File: config.mk
export PLATFORM = sky130hd
export DESIGN_NAME = cur_blk_fetch_ctrl
export DESIGN_NICKNAME = d
export VERILOG_FILES = /design/src/rtl/cur_blk_fetch_ctrl.sv
export SDC_FILE = /design/constraint.sdc
export NUM_CORES = 1
export LEC_CHECK = 0
export BUFFER_PORTS_ARGS = -buffer_cell sky130_fd_sc_hd__buf_2
export CELL_PAD_IN_SITES_DETAIL_PLACEMENT = 1
export CELL_PAD_IN_SITES_GLOBAL_PLACEMENT = 1
export CORE_ASPECT_RATIO = 1.2
export CORE_MARGIN = 2
export CORE_UTILIZATION = 25
export CTS_BUF_LIST = sky130_fd_sc_hd__clkbuf_8
export DETAILED_ROUTE_END_ITERATION = 8
export PLACE_DENSITY_LB_ADDON = 0.1
export SYNTH_ARGS = -nofsm -noshare
export SYNTH_HDL_FRONTEND = slang
export SYNTH_SLANG_ARGS = --single-unit
File: constraint.sdc
create_clock -name clk -period 7.98 [get_ports clk]
set_input_delay 1.596 -clock clk [delete_from_list [all_inputs] [get_ports clk]]
set_output_delay 1.596 -clock clk [all_outputs]
set_load 0.01 [all_outputs]
File: src/rtl/cur_blk_fetch_ctrl.sv
// Current-macroblock fetch sequencer: walks one BLK_W x BLK_H block out of a 64-bit
// combinational frame memory into a valid/ready stage. Optional bounds check: CUR_FETCH_BOUNDS_CHK_EN.
module cur_blk_fetch_ctrl #(
  parameter int BLK_W  = 16,
  parameter int BLK_H  = 16,
  parameter int ADDR_W = 32
) (
  input  logic                  clk,
  input  logic                  rst,
  input  logic                  start,
  input  logic [ADDR_W-1:0]     frame_base,
  input  logic [15:0]           frame_width,
  input  logic [11:0]           mb_x,
  input  logic [11:0]           mb_y,
`ifdef CUR_FETCH_BOUNDS_CHK_EN
  input  logic [15:0]           frame_height,
  output logic                  err,
`endif
  output logic                  busy,
  output logic                  done,
  output logic                  mem_en,
  output logic [ADDR_W-1:0]     mem_addr,
  input  logic [63:0]           mem_data,
  output logic                  out_valid,
  input  logic                  out_ready,
  output logic [63:0]           out_data,
  output logic [((BLK_H > 1) ? $clog2(BLK_H) : 1)-1:0]         out_row,
  output logic [((BLK_W / 8 > 1) ? $clog2(BLK_W / 8) : 1)-1:0] out_col,
  output logic                  out_last
);

  localparam int WPR = BLK_W / 8;
  localparam int RW  = (BLK_H > 1) ? $clog2(BLK_H) : 1;
  localparam int CW  = (WPR > 1) ? $clog2(WPR) : 1;

  typedef enum logic [1:0] {IDLE, FETCH, DRAIN, DRAIN_ERR} state_t;

  state_t            state, state_nxt;
  logic [ADDR_W-1:0] row_ptr;
  logic [RW-1:0]     row;
  logic [CW-1:0]     col;
  logic              capture, at_end, col_end, hs, chk_fail, accept;
  logic [63:0]       blk_off;

  // Full-width products; only the final sum is truncated to ADDR_W.
  always_comb blk_off = 64'(mb_y) * 64'(BLK_H) * 64'(frame_width) + 64'(mb_x) * 64'(BLK_W);

`ifdef CUR_FETCH_BOUNDS_CHK_EN
  always_comb chk_fail = ((int'(mb_x) + 1) * BLK_W > int'(frame_width)) ||
                         ((int'(mb_y) + 1) * BLK_H > int'(frame_height));
`else
  assign chk_fail = 1'b0;
`endif

  assign col_end = (col == CW'(WPR - 1));
  assign at_end  = col_end && (row == RW'(BLK_H - 1));
  assign hs      = out_valid && out_ready;
  assign accept  = (state == IDLE) && start;
  assign busy    = (state != IDLE);

  // NOTE: every output of this block gets a default first, so no path can infer a latch.
  always_comb begin
    state_nxt = state;
    mem_en    = 1'b0;
    mem_addr  = '0;
    capture   = 1'b0;
    case (state)
      IDLE:      if (start) state_nxt = chk_fail ? DRAIN_ERR : FETCH;
      FETCH: begin
        mem_en   = !out_valid || out_ready;
        mem_addr = row_ptr + (ADDR_W'(col) << 3);
        capture  = mem_en;
        if (mem_en && at_end) state_nxt = DRAIN;
      end
      DRAIN:     if (hs) state_nxt = IDLE;
      DRAIN_ERR: state_nxt = IDLE;
      default:   state_nxt = IDLE;
    endcase
  end

  // NOTE: sequential state uses non-blocking assignments so every flop samples pre-edge values.
  always_ff @(posedge clk) begin
    if (rst) state <= IDLE;
    else     state <= state_nxt;
  end

  always_ff @(posedge clk) begin
    if (rst) begin
      row_ptr   <= '0;
      row       <= '0;
      col       <= '0;
      out_valid <= 1'b0;
      out_data  <= '0;
      out_row   <= '0;
      out_col   <= '0;
      out_last  <= 1'b0;
      done      <= 1'b0;
`ifdef CUR_FETCH_BOUNDS_CHK_EN
      err       <= 1'b0;
`endif
    end else begin
      done <= ((state == DRAIN) && hs) || (accept && chk_fail);
`ifdef CUR_FETCH_BOUNDS_CHK_EN
      err  <= accept && chk_fail;
`endif
      if (accept) begin
        row_ptr <= frame_base + blk_off[ADDR_W-1:0];
        row     <= '0;
        col     <= '0;
      end
      if (capture) begin
        out_data  <= mem_data;
        out_row   <= row;
        out_col   <= col;
        out_last  <= at_end;
        out_valid <= 1'b1;
        if (col_end) begin
          col     <= '0;
          row     <= row + RW'(1);
          row_ptr <= row_ptr + ADDR_W'(frame_width);
        end else begin
          col     <= col + CW'(1);
        end
      end else if (out_ready) begin
        out_valid <= 1'b0;
      end
    end
  end

endmodule

==> metrics <==
count leader, synth=nand2_1; largest net degree at the start of global routing=73; Synth Area in Adders=34.0%; Initial DRT Pass Iterations=4; Sum Neg Setup Slack=0 ns; relative slew slack=27.4%; Synth Area in Simple Gates=21.3%; Most common cell on crit path=fa_1; Top FF cell, synth=dfxtp_1; Hold/Removal Path Class=reg2reg; largest family of logic cells by synthesized area=adder cells; share of layout cells above drive strength 1=24.5%; Placed Area=0.0167 sq mm; peak per-stage delay on the critical path=0.55 ns; area fraction of the dominant cell type after synthesis=22.5%; hold_buf cts=0; CTS Buffer Depth=2; Area growth syn-to-layout=27.2%; worst setup path class=in2reg; total track usage=17.2%; CTS Buf Count=9; Initial Util=25.1%; Final Cell Area=0.0175 sq mm; die area=0.0568 sq mm; total wire length=48200 um; endpoints failing setup=0; first-pass GRT wire length=77200 um; RSZ-0062 raised after global routing=yes; achievable frequency=128 MHz; Slew Viols, Final=0; Residual DRC=0; Tcrit/Tclk final=97.7%; H-tree levels=3; Yosys Warn Count=0; synthesized cell area=0.0137 sq mm; via density per instance=4.54; CP startpoint=mb_y[7]; status=complete, no violations; Worst Max-Slew Pin Slew=1.09 ns; I/O pins=246; CTS clk-pin slew, worst paths=0.12 ns; most frequent cells after synthesis=nand2_1 (330), inv_1 (250), fa_1 (154), a21oi_1 (131), ha_1 (126); initial antenna violation count=2; via count=12700; Worst Path Arrival=8.16 ns; EDFF count, synth=0; DR iter-0 viols=385; Die W=218 um; synthesized area per cell=7.89 sq um; clk_skew=0.0119 ns; reg2reg start=state[1]$_SDFFE_PP0P_; Max-Cap Viols=0; IO buf count=245; Post-Syn Instances=1739; final hold violation count=0; CTS tree=built; Tmin final=7.79 ns; Worst path slowest cell=fa_1; synthesized flop and latch total=111; Core Rows=94; crit end category=register; Seq/Total Area, Yosys=16.2%; GRT overflow=0; DP HPWL=40000 um; die height=261 um; CTS sink cnt=111; Synth Area in Compound Gates=13.8%; fin nets=2497; Worst EP required=8.35 ns; hold_sp=out_data[0]$_SDFFE_PP0P_; number of global-route vias before repair=13900; WHS=0.460 ns; post-synth cell types=73; gp weighted congestion=0.773; Clock Latency Late Sink=0.43 ns; CP Max Fanout=5; DRT antenna net count=0; Post-Syn Nets=2159; largest cells by area after synthesis=fa_1 (22%), dfxtp_1 (16%), ha_1 (11%), nand2_1 (9.0%), inv_1 (6.8%); Post-Synth XOR/XNOR Area=4.98%; Startpoint Class=input port; routed len/inst=17.2 um; mux cell area share after synthesis=0.228%; CTS Root Cell=clkbuf_8; core region area=0.0546 sq mm; Yosys top cell by area=fa_1; Post-synth ARST share=0%
[layout make-up]
cell class,instances,area (sq um)
Antenna cell,2,5.00
Clock buffer,10,138
Clock inverter,6,78.8
Fill cell,6647,37100
Inverter,251,950
Multi-Input combinational cell,1299,10600
Sequential cell,111,2220
Tap cell,720,901
Timing Repair Buffer,405,2590
[final timing paths]
path | slack [ns] | end | cells past startpoint
setup / recovery | 0.19 | row_ptr[30]$_SDFF_PP0_ | 29
hold / removal | 0.46 | out_data[0]$_SDFFE_PP0P_ | 2
setup reg to reg | 4.62 | row_ptr[18]$_SDFF_PP0_ | 10
hold reg to reg | 0.46 | out_data[0]$_SDFFE_PP0P_ | 2
[kinds of logic (layout without fill, tap and decap cells)]
logic type,count (synthesis),in the layout
AO/OA/AOI/OAI,301,301
XOR/XNOR,78,78
adder cells (fa/ha/maj),280,280
buffers and inverters,329,672
flip-flops,111,111
multiplexers,3,3
other,0,2
AND/OR/NAND/NOR,637,637
[registers in the layout (all words and copies together) (netlist names), 2 cells and up]
signal	count
out_data	64
out_row	4
row	4
row_ptr	32
state	2
[per-stage QoR]
stage | std cells | setup slack (ns) | util [%]
detailed placement | 2780 | -0.756 | 30.6
global placement | 2780 | -0.652 | 30.6
global route | 2804 | -0.0763 | 32.0
CTS | 2796 | 0.0108 | 31.1
floorplan | 1739 | 0.000798 | -
finish | 2804 | 0.187 | 32.0
[layout by cell type (no fill, tap or decap), types with 11 or more instances in the layout]
cell / instances
buf_2: 225
inv_1: 245
nand3_1: 26
xnor2_1: 46
a21oi_2: 12
nand2_1: 325
dfxtp_1: 111
or3_1: 12
nand4_1: 13
nor3_1: 24
ha_1: 109
fa_1: 147
buf_4: 159
o21ai_1: 14
and2_1: 61
a21o_1: 19
a211oi_1: 16
a21oi_1: 120
xor2_1: 32
ha_4: 15
o21a_1: 12
o21ai_0: 29
nor2_1: 92
nor2b_1: 11
[worst max-delay path: cells and delay by family]
family | cells | cell delay, ns
AND/OR/NAND/NOR | 3 | 0.94
buffers and inverters | 6 | 0.45
adder cells (fa/ha/maj) | 8 | 3.37
XOR/XNOR | 1 | 0.16
AO/OA/AOI/OAI | 11 | 1.65
[routing by layer]
| metal | up-vias | global-route usage [%] | share of wire, % | wire length [um] |
|---|---|---|---|---|
| li1 | 6294 | - | - | - |
| met1 | 6306 | 21.9 | 45 | 21500 |
| met2 | 114 | 31.9 | 53 | 25400 |
| met3 | 25 | 1.71 | 1.8 | 874 |
| met4 | 0 | 2.68 | 0.88 | 426 |
| met5 | - | 0 | 0 | 0 |
[repair_timing]
item | in CTS | in global routing
gates resized for setup | 10 | 110
endpoints found under the hold margin | 0 | 0
endpoints found under the setup margin | 8 | 13
pin swaps | 4 | 66
gates cloned | 0 | 1
setup buffers | 0 | 5
Power is not shown: default switching activity piles up to over one toggle a cycle in this logic, so the estimate is an artifact.
